File: src/rtl/riffa_pkg.sv
// Shared constants and state encoding for the RIFFA TX channel arbiter.
// Width defaults match the 64-bit RIFFA channel used by the command pipeline.
package riffa_pkg;

    localparam int DEF_NUM_REQ    = 3;
    localparam int DEF_DATA_W     = 64;
    localparam int DEF_LEN_W      = 32;
    localparam int WORD_W         = 32;
    localparam int WORDS_PER_BEAT = DEF_DATA_W / WORD_W;

    typedef enum logic [2:0] {
        IDLE = 3'd0,
        ARB  = 3'd1,
        REQ  = 3'd2,
        XFER = 3'd3,
        DONE = 3'd4
    } state_t;

    // RIFFA lengths count 32-bit words; one data beat carries this many.
    function automatic int words_per_beat(input int data_w);
        return data_w / WORD_W;
    endfunction

endpackage

File: src/rtl/riffa_tx_arbiter_rr_arbiter.sv
// Combinational round-robin picker: the first asserted request at or after
// index ptr (wrapping modulo NUM_REQ) wins.
module rr_arbiter #(
    parameter int NUM_REQ = 3,
    parameter int IDX_W   = 2
) (
    input  logic [NUM_REQ-1:0] req,
    input  logic [IDX_W-1:0]   ptr,
    output logic [NUM_REQ-1:0] grant,
    output logic [IDX_W-1:0]   idx,
    output logic               found
);

    logic [IDX_W:0] pos_s;

    // Walk the rotated priority order; the double loop keeps every request index constant.
    always_comb begin
        grant = {NUM_REQ{1'b0}};
        idx   = {IDX_W{1'b0}};
        found = 1'b0;
        pos_s = {(IDX_W+1){1'b0}};
        for (int k = 0; k < NUM_REQ; k++) begin
            pos_s = {1'b0, ptr} + (IDX_W+1)'(k);
            if (pos_s >= (IDX_W+1)'(NUM_REQ)) begin
                pos_s = pos_s - (IDX_W+1)'(NUM_REQ);
            end else begin
                pos_s = pos_s;
            end
            for (int i = 0; i < NUM_REQ; i++) begin
                if (!found && req[i] && (pos_s[IDX_W-1:0] == IDX_W'(i))) begin
                    found    = 1'b1;
                    idx      = IDX_W'(i);
                    grant[i] = 1'b1;
                end else begin
                    found = found;
                end
            end
        end
    end

endmodule

File: src/rtl/riffa_tx_arbiter.sv
// Shares one RIFFA TX channel among NUM_REQ requesters: round-robin grant,
// CHNL_TX/ACK handshake, data mux and word counting to close each transaction.
import riffa_pkg::*;

module riffa_tx_arbiter #(
    parameter int NUM_REQ = DEF_NUM_REQ,
    parameter int DATA_W  = DEF_DATA_W,
    parameter int LEN_W   = DEF_LEN_W
) (
    input  logic                      clk,
    input  logic                      rst_n,
    input  logic [NUM_REQ-1:0]        req_valid,
    input  logic [NUM_REQ*LEN_W-1:0]  req_len,
    input  logic [NUM_REQ-1:0]        req_last,
    output logic [NUM_REQ-1:0]        req_grant,
    input  logic [NUM_REQ*DATA_W-1:0] req_data,
    input  logic [NUM_REQ-1:0]        req_data_valid,
    output logic [NUM_REQ-1:0]        req_data_ren,
    output logic [NUM_REQ-1:0]        req_done,
    output logic                      CHNL_TX,
    input  logic                      CHNL_TX_ACK,
    output logic                      CHNL_TX_LAST,
    output logic [LEN_W-1:0]          CHNL_TX_LEN,
    output logic [30:0]               CHNL_TX_OFF,
    output logic [DATA_W-1:0]         CHNL_TX_DATA,
    output logic                      CHNL_TX_DATA_VALID,
    input  logic                      CHNL_TX_DATA_REN,
    output logic                      busy
);

    localparam int IDX_W = (NUM_REQ > 1) ? $clog2(NUM_REQ) : 1;
    localparam int WPB   = words_per_beat(DATA_W);
    localparam logic [LEN_W:0] WPB_INC = (LEN_W+1)'(WPB);

    state_t               state_r, next_state_s;
    logic [IDX_W-1:0]     ptr_r, start_s, owner_r, arb_idx_s;
    logic                 ptr_valid_r, arb_found_s;
    logic [NUM_REQ-1:0]   arb_grant_s, grant_r, done_r;
    logic [LEN_W-1:0]     len_r, sel_len_s;
    logic                 last_r, sel_last_s;
    logic [LEN_W:0]       cnt_r, cnt_inc_s;
    logic                 tx_r, busy_r;
    logic [DATA_W-1:0]    own_data_s;
    logic                 own_dv_s, xfer_s, beat_s;

    // Priority starts one past the last owner; before any completion index 0 leads.
    always_comb begin
        if (!ptr_valid_r) begin
            start_s = {IDX_W{1'b0}};
        end else if (ptr_r == IDX_W'(NUM_REQ-1)) begin
            start_s = {IDX_W{1'b0}};
        end else begin
            start_s = ptr_r + IDX_W'(1);
        end
    end

    rr_arbiter #(
        .NUM_REQ (NUM_REQ),
        .IDX_W   (IDX_W)
    ) u_rr (
        .req   (req_valid),
        .ptr   (start_s),
        .grant (arb_grant_s),
        .idx   (arb_idx_s),
        .found (arb_found_s)
    );

    // Select the arbitration winner's length/last and the owner's data path.
    always_comb begin
        sel_len_s  = {LEN_W{1'b0}};
        sel_last_s = 1'b0;
        own_data_s = {DATA_W{1'b0}};
        own_dv_s   = 1'b0;
        for (int i = 0; i < NUM_REQ; i++) begin
            if (arb_idx_s == IDX_W'(i)) begin
                sel_len_s  = req_len[i*LEN_W +: LEN_W];
                sel_last_s = req_last[i];
            end else begin
                sel_last_s = sel_last_s;
            end
            if (owner_r == IDX_W'(i)) begin
                own_data_s = req_data[i*DATA_W +: DATA_W];
                own_dv_s   = req_data_valid[i];
            end else begin
                own_dv_s = own_dv_s;
            end
        end
    end

    assign xfer_s    = (state_r == XFER);
    assign beat_s    = xfer_s & own_dv_s & CHNL_TX_DATA_REN;
    assign cnt_inc_s = cnt_r + WPB_INC;

    // State register.
    always_ff @(posedge clk or negedge rst_n) begin
        if (!rst_n) begin
            state_r <= IDLE;
        end else begin
            state_r <= next_state_s;
        end
    end

    // Next-state logic; an odd length finishes on a padded final beat.
    always_comb begin
        next_state_s = state_r;
        case (state_r)
            IDLE: begin
                if (|req_valid) next_state_s = ARB;
                else            next_state_s = IDLE;
            end
            ARB: begin
                if (arb_found_s) next_state_s = REQ;
                else             next_state_s = IDLE;
            end
            REQ: begin
                if (!CHNL_TX_ACK)                    next_state_s = REQ;
                else if (len_r == {LEN_W{1'b0}})     next_state_s = DONE;
                else                                 next_state_s = XFER;
            end
            XFER: begin
                if (beat_s && (cnt_inc_s >= {1'b0, len_r})) next_state_s = DONE;
                else                                         next_state_s = XFER;
            end
            DONE:    next_state_s = IDLE;
            default: next_state_s = IDLE;
        endcase
    end

    // Ownership, pointer, word counter and the registered channel outputs.
    always_ff @(posedge clk or negedge rst_n) begin
        if (!rst_n) begin
            owner_r     <= {IDX_W{1'b0}};
            len_r       <= {LEN_W{1'b0}};
            last_r      <= 1'b0;
            grant_r     <= {NUM_REQ{1'b0}};
            ptr_r       <= {IDX_W{1'b0}};
            ptr_valid_r <= 1'b0;
            cnt_r       <= {(LEN_W+1){1'b0}};
            tx_r        <= 1'b0;
            busy_r      <= 1'b0;
            done_r      <= {NUM_REQ{1'b0}};
        end else begin
            case (state_r)
                ARB: begin
                    if (arb_found_s) begin
                        owner_r <= arb_idx_s;
                        len_r   <= sel_len_s;
                        last_r  <= sel_last_s;
                        grant_r <= arb_grant_s;
                    end
                end
                XFER: begin
                    if (beat_s) cnt_r <= cnt_inc_s;
                end
                DONE: begin
                    grant_r     <= {NUM_REQ{1'b0}};
                    ptr_r       <= owner_r;
                    ptr_valid_r <= 1'b1;
                    cnt_r       <= {(LEN_W+1){1'b0}};
                end
                default: begin
                    cnt_r <= cnt_r;
                end
            endcase
            tx_r   <= (next_state_s == REQ) || (next_state_s == XFER);
            busy_r <= (next_state_s != IDLE);
            done_r <= (next_state_s == DONE) ? grant_r : {NUM_REQ{1'b0}};
        end
    end

    // Data-path outputs are only live for the owner while in XFER.
    always_comb begin
        if (xfer_s) begin
            CHNL_TX_DATA       = own_data_s;
            CHNL_TX_DATA_VALID = own_dv_s;
            req_data_ren       = grant_r & {NUM_REQ{CHNL_TX_DATA_REN}};
        end else begin
            CHNL_TX_DATA       = {DATA_W{1'b0}};
            CHNL_TX_DATA_VALID = 1'b0;
            req_data_ren       = {NUM_REQ{1'b0}};
        end
    end

    assign req_grant    = grant_r;
    assign req_done     = done_r;
    assign CHNL_TX      = tx_r;
    assign CHNL_TX_LAST = last_r;
    assign CHNL_TX_LEN  = len_r;
    assign CHNL_TX_OFF  = 31'd0;
    assign busy         = busy_r;

endmodule

File: config.mk
export PLATFORM = sky130hd
export DESIGN_NAME = riffa_tx_arbiter
export DESIGN_NICKNAME = d
export VERILOG_FILES = /design/src/rtl/riffa_pkg.sv /design/src/rtl/riffa_tx_arbiter_rr_arbiter.sv /design/src/rtl/riffa_tx_arbiter.sv
export SDC_FILE = /design/constraint.sdc
export NUM_CORES = 1
export LEC_CHECK = 0
export CORE_AREA = 10 10 162 164
export DETAILED_ROUTE_END_ITERATION = 6
export DIE_AREA = 0 0 172 174
export GPL_TIMING_DRIVEN = 0
export MAX_ROUTING_LAYER = met4
export PLACE_DENSITY = 0.7
export SYNTH_ARGS = -nofsm -noshare
export SYNTH_HDL_FRONTEND = slang
export SYNTH_SLANG_ARGS = --single-unit
File: constraint.sdc
create_clock -name clk -period 3.7 [get_ports clk]
set_clock_uncertainty 0.05 [all_clocks]
set_input_delay 0.555 -clock clk [delete_from_list [all_inputs] [get_ports clk]]
set_output_delay 0.555 -clock clk [all_outputs]
set_load 0.05 [all_outputs]
# Word level (Yosys, flattened, before mapping)
# Index checks and enable logic that the tools add are counted.
totals:
  mem_bits_ro: 0
  latchBits: 0
  ff_bits: 82
  ram_bits: 0
  n_memories: 0
  in_bits: 301
classes:
  n_mul: 0
  n_reduce_logical: 41
  n_addsub: 7
  n_lt_le_gt_ge: 4
  muxes: 56
  n_shift: 0
  n_eq_ne: 20
  bitwise_logic: 3
  div_mod_pow: 0
ops:
  columns: ["op", "n"]
  rows:
  - ["two-way mux 64 bit", 4]
  - ["two-way mux 32 bit", 3]
  - ["case mux 33 bit (2 select lines)", 1]
  - ["adder 33 x 2 -> 33 bit, second input constant", 1]
  - ["greater-or-equal comparator 33 x 32 -> 1 bit", 1]
  - ["two-way mux 33 bit", 1]
  - ["logical NOT 32 bit", 1]
  - ["two-way mux 1 bit", 26]
  - ["two-way mux 2 bit", 13]
  - ["logical AND 1 bit", 18]
  - ["two-way mux 3 bit", 6]
  - ["== test 2 bit, second input constant", 6]
  - ["== test 3 x 2 -> 1 bit, second input constant", 4]
  - ["case mux 3 bit (4 select lines)", 1]
  - ["== test 2 x 1 -> 1 bit, second input constant", 5]
  - ["logical NOT 2 bit", 5]
  - ["logical NOT 1 bit", 8]
  - ["== test 3 bit, second input constant", 2]
  - ["greater-or-equal comparator 3 x 2 -> 1 bit, second input constant", 2]
  - ["case mux 3 bit (2 select lines)", 1]
  - ["AND reduction 2 bit", 3]
  - ["subtractor 2 bit, second input constant", 3]
  - ["nonzero test 2 bit", 2]
  - ["adder 2 x 1 -> 3 bit, second input constant", 1]
  - ["12 further kinds", 13]

# Longest topological paths before layout
depth:
  depth_word: 44
  ltp_mapped: 13
  mapped_depth_nobuf: 12

# Modules after synthesis
# From an unflattened synthesis, not the netlist that was laid out.
unflattened:
  cells_unflattened: 984
  area_unflattened_um2: 7360.8
by_module_without_submodules:
  columns: ["module", "cells_each", "area_each_um2", "seq_area_each_um2", "n_inst"]
  rows:
  - ["riffa_tx_arbiter", 965, 7218.2, 2026.9, 1]
  - ["rr_arbiter", 19, 142.6, 0.0, 1]

# Worst setup path before layout
# OpenSTA, ideal clock, no wires.
synth_path:
  kind: "register to register"
  from: "register cnt_r[16]"
  to: "register done_r[0] (netlist: req_done[0])"
  required_time_ns: 3.533
  stages_incl_launch_ff: 14
  path_buffers: 1
  t_arrival_ns: 3.046
  setup_slack_ns: 0.487
  path_cell_list: "dfrtp_1 buf_2 nand4_1 or3_4 nor2_2 nand2_1 xnor2_1 ha_1 and3_1 a221o_1 a311o_1 and4b_1 o211a_2 nor2_1"
synth_between:
  elab_chain_len: 7
synth_lines:
  columns: ["item", "line", "rtl"]
  rows:
  - ["start, declared", "riffa_tx_arbiter.sv:41", "logic [LEN_W:0] cnt_r, cnt_inc_s;"]
  - ["start signal, assigned", "riffa_tx_arbiter.sv:138", "cnt_r <= {(LEN_W+1){1'b0}};"]
  - ["start signal, assigned", "riffa_tx_arbiter.sv:153", "if (beat_s) cnt_r <= cnt_inc_s;"]
  - ["start signal, assigned", "riffa_tx_arbiter.sv:159", "cnt_r <= {(LEN_W+1){1'b0}};"]
  - ["adder 33 x 2 -> 33 bit", "riffa_tx_arbiter.sv:92", "assign cnt_inc_s = cnt_r + WPB_INC;"]
  - ["greater-or-equal comparator 33 x 32 -> 1 bit", "riffa_tx_arbiter.sv:121", "if (beat_s && (cnt_inc_s >= {1'b0, len_r})) next_state_s = DONE;"]
  - ["logical AND 1 bit", "riffa_tx_arbiter.sv:121", null]
  - ["two-way mux 3 bit", "riffa_tx_arbiter.sv:121", null]
  - ["case mux 3 bit (4 select lines)", "riffa_tx_arbiter.sv:106", "case (state_r)"]
  - ["== test 3 bit", "riffa_tx_arbiter.sv:167", "done_r <= (next_state_s == DONE) ? grant_r : {NUM_REQ{1'b0}};"]
  - ["two-way mux 3 bit", "riffa_tx_arbiter.sv:167", null]
  - ["end signal, assigned", "riffa_tx_arbiter.sv:141", "done_r <= {NUM_REQ{1'b0}};"]
  - ["end signal, assigned", "riffa_tx_arbiter.sv:167", null]
  - ["end, declared", "riffa_tx_arbiter.sv:38", "logic [NUM_REQ-1:0] arb_grant_s, grant_r, done_r;"]
# Every way passes these cells.
# A chain may end at the register's enable or synchronous reset.

# Final worst setup path
layout_path:
  from: "register cnt_r[16]"
  to: "register tx_r (netlist: CHNL_TX)"
layout_between:
  elab_chain_len: 7
layout_lines:
  columns: ["item", "line", "rtl"]
  rows:
  - ["adder 33 x 2 -> 33 bit (*)", "riffa_tx_arbiter.sv:92", null]
  - ["greater-or-equal comparator 33 x 32 -> 1 bit (*)", "riffa_tx_arbiter.sv:121", null]
  - ["logical AND 1 bit (*)", "riffa_tx_arbiter.sv:121", null]
  - ["two-way mux 3 bit (*)", "riffa_tx_arbiter.sv:121", null]
  - ["case mux 3 bit (4 select lines) (*)", "riffa_tx_arbiter.sv:106", null]
  - ["== test 3 x 2 -> 1 bit", "riffa_tx_arbiter.sv:165", "tx_r <= (next_state_s == REQ) || (next_state_s == XFER);"]
  - ["logical OR 1 bit (*)", "riffa_tx_arbiter.sv:165", null]
  - ["end signal, assigned", "riffa_tx_arbiter.sv:165", null]
  - ["end, declared", "riffa_tx_arbiter.sv:42", "logic tx_r, busy_r;"]
# Every way passes the cells marked *; elsewhere a longest branch is shown, timed or not.

==> impl_metrics.env <==
export IMPL_status="completed"
export IMPL_path_clk_slew_ps=60
export IMPL_vias_per_cell=5.20
export IMPL_num_rows=56
export IMPL_grt_overflow=0
export IMPL_synth_edf_count=0
export IMPL_yosysUniqueCellTypes=56
export IMPL_synth_async_reset_ratio_pct=100
export IMPL_io_pins=441
export IMPL_post_synth_cell_area_avg_um2=7.81
export IMPL_cp_arrival_ps=3810
export IMPL_multi_input_comb_area_um2=4740
export IMPL_maxSlewViolCount=0
export IMPL_drt_iter0_drc=438
export IMPL_hold_path_class="in2async"
export IMPL_globalplace_congestion=0.993
export IMPL_grt_first_pass_wirelength_um=59300
export IMPL_dp_hpwl_um=37100
export IMPL_wl_met1_um=16300
export IMPL_wl_met2_um=20900
export IMPL_drt_total_wl_um=42800
export IMPL_fin_area_um2=12200
export IMPL_finalNetCount=1710
export IMPL_htreeDepth=3
export IMPL_wl_per_cell_um=25.3
export IMPL_yosysSeqAreaShare_pct=28.3
export IMPL_min_period_ps=3620
export IMPL_maxCapViolCount=0
export IMPL_finalCritPeriodShare_pct=97.9
export IMPL_clk_latency_ps=350
export IMPL_setup_viol=0
export IMPL_drt_drc_violations_left=0
export IMPL_cts_sinks=81
export IMPL_io_buffers=409
export IMPL_syn_inst=917
export IMPL_total_power_w=0.00400
export IMPL_design_core_area_um2=23100
export IMPL_die_h_um=174
export IMPL_clockBufferDepth=2
export IMPL_syn_to_final_growth_pct=71.0
export IMPL_cts_tree="done"
export IMPL_ant_nets=0
export IMPL_ys_ff_latch=81
export IMPL_vias=8772
export IMPL_synth_warnings=0
export IMPL_dpl_cell_area_um2=11800
export IMPL_synth_flop_cell="dfrtp_1"
export IMPL_synth_area_um2=7160
export IMPL_grt_usage_pct=27.7
export IMPL_reg2reg_setup_slack_ps=80
export IMPL_grt_pass1_vias=8940
export IMPL_end_kind="flip-flop"
export IMPL_ff_latch_area_um2=2030
export IMPL_drive_above_1_share_pct=7.61
export IMPL_antenna_found_initial=19
export IMPL_r2r_start="cnt_r[16]$_DFFE_PN0P_"
export IMPL_leakage_nw=5.50
export IMPL_critPathKind="reg2reg"
export IMPL_peakVddDrop_mv=0.197
export IMPL_p_per_area_nw_per_um2=327
export IMPL_fillers=2256
export IMPL_dr_pass1_iters=5
export IMPL_slew_headroom_pct=46.1
export IMPL_cts_root_buf="clkbuf_16"
export IMPL_initial_core_util_pct=31.0
export IMPL_finalHoldViolCount=0
export IMPL_tightest_slew_ps=809
export IMPL_die_area_um2=29900
export IMPL_ctsHoldBuffers=0
export IMPL_die_w_um=172
export IMPL_reg2reg_depth=13
export IMPL_cp_required_ps=3890
export IMPL_cp_max_fo=9
export IMPL_highest_layer="met4"
export IMPL_reg2reg_to="CHNL_TX$_DFF_PN0_"
export IMPL_start_kind="flip-flop"
export IMPL_max_freq_mhz=276
export IMPL_grt_max_degree=42
export IMPL_cts_made_buffers=9
export IMPL_dr_wl_met3_um=4270
export IMPL_utilization_pct=53.0
-- worst max path at each step --
stage | depth (start not counted) | slack [ps] | start | to
after floorplan | 13 | 490 | cnt_r[16]$_DFFE_PN0P_ | req_done[0]$_DFF_PN0_
after global placement | 1 | -980 | rst_n | CHNL_TX_LAST$_DFFE_PN0P_
after detailed placement | 12 | -170 | cnt_r[1]$_DFFE_PN0P_ | CHNL_TX$_DFF_PN0_
after CTS | 13 | 6 | cnt_r[16]$_DFFE_PN0P_ | CHNL_TX$_DFF_PN0_
after global routing | 13 | -10 | cnt_r[16]$_DFFE_PN0P_ | CHNL_TX$_DFF_PN0_
final | 13 | 80 | cnt_r[16]$_DFFE_PN0P_ | CHNL_TX$_DFF_PN0_
-- power breakdown --
| group | switching [W] | internal [W] |
|---|---|---|
| registers | 0.000115 | 0.000970 |
| clock network | 0.000372 | 0.000519 |
| logic | 0.00122 | 0.000805 |
-- cells by family after synthesis --
family                   share of synthesized area (%)
AO/OA/AOI/OAI                                     21.6
AND/OR/NAND/NOR                                   20.8
flip-flops                                        28.3
buffers and inverters                             8.70
adder cells (fa/ha/maj)                           5.94
other                                           0.0524
XOR/XNOR                                          3.67
multiplexers                                      10.9
-- worst max-delay path, stage by stage (launching register included) --
cell and delay (ps):
dfrtp_1 320, clkbuf_4 180, nand4_1 150, or3_4 470, nor2_4 220, nand2_1 150
xnor2_2 170, ha_1 320, and3_1 210, a221o_1 340, a311o_1 310, and4b_2 340
nor2_2 70, o221ai_2 210
-- per-layer routing --
metal  GRT usage [%]  vias to the layer above
met4            11.5                        0
met5               -                        -
met3            10.3                       53
met1            28.8                     4166
met2            46.2                      420
li1                -                     4133
-- metrics by stage --
stage	std cells	setup TNS, ps	hold WS [ps]	setup WS [ps]
2_1_floorplan	947	0	209	487
3_3_place_gp	1646	-78920	417	-976
3_5_place_dp	1647	-465	432	-175
4_1_cts	1662	0	167	5.51
5_1_grt	1688	-28.6	194	-13.0
6_report	1688	0	137	76.8
-- timing repair --
action	4_1_cts	5_1_grt
endpoints found under the setup margin	49	30
buffers inserted	0	7
pin swaps	0	4
resized for setup	12	26
-- placed cells by master (no fill, tap or decap), types with 11 or more instances in the layout --
cell	instances
ha_1	33
conb_1	31
nand3_1	28
clkbuf_1	37
clkdlybuf4s50_1	402
o21ai_0	35
a21o_1	20
diode_2	19
buf_2	14
dfrtp_1	80
a21oi_1	99
nand4_1	11
and3_1	14
mux2i_1	76
a211oi_1	34
a22o_1	22
inv_1	37
buf_4	40
xnor2_1	17
nor2_1	166
nand2_1	53
-- state kept, by name, indices dropped and copies added, names as in the netlist --
signal,flops
ptr_r,2
state_r,3
ptr_valid_r,1
owner_r,2
req_done,3
CHNL_TX_LAST,1
cnt_r,32
req_grant,3
CHNL_TX,1
CHNL_TX_LEN,32
busy,1
-- cells in the mapped netlist (2+ instances only) --
cell,number,share of area (%)
xnor2_1,21,2.6
nor3_1,2,0.14
a21oi_1,99,6.9
o21a_1,2,0.21
nor2_2,2,0.17
clkbuf_1,39,2.0
mux2i_1,76,11
nand3_1,29,2.0
and2_1,2,0.17
mux2_2,2,0.31
a211oi_1,34,3.6
buf_2,15,1.0
o31ai_1,10,1.0
or3_1,2,0.17
nand4_1,11,0.96
nor4_1,9,0.79
inv_1,37,1.9
o221ai_1,3,0.37
or4_1,2,0.21
o21ai_0,35,2.4
nand2b_1,2,0.17
and3_1,14,1.2
dfrtp_1,81,28
ha_1,34,5.9
nor2b_1,4,0.35
nand2_1,53,2.8
and4_1,5,0.61
or2_2,3,0.26
xor2_1,9,1.1
a22o_1,22,2.7
nor2_1,169,8.9
buf_4,32,3.4
buf_1,6,0.31
a21o_1,20,2.1
a2bb2oi_1,2,0.24
a31oi_1,8,0.70
o21bai_1,2,0.21
-- final cells by class --
| type | instances | area share (%) |
|---|---|---|
| multi-input cells | 737 | 38.7 |
| repair buffers | 417 | 33.9 |
| diodes | 19 | 0.388 |
| well taps | 290 | 2.96 |
| inverters | 37 | 1.13 |
| plain buffers | 92 | 4.02 |
| clock buffers | 12 | 1.93 |
| flip-flops and latches | 81 | 16.6 |
| clock inverters | 3 | 0.347 |
Power figures use the tool's default switching activity.
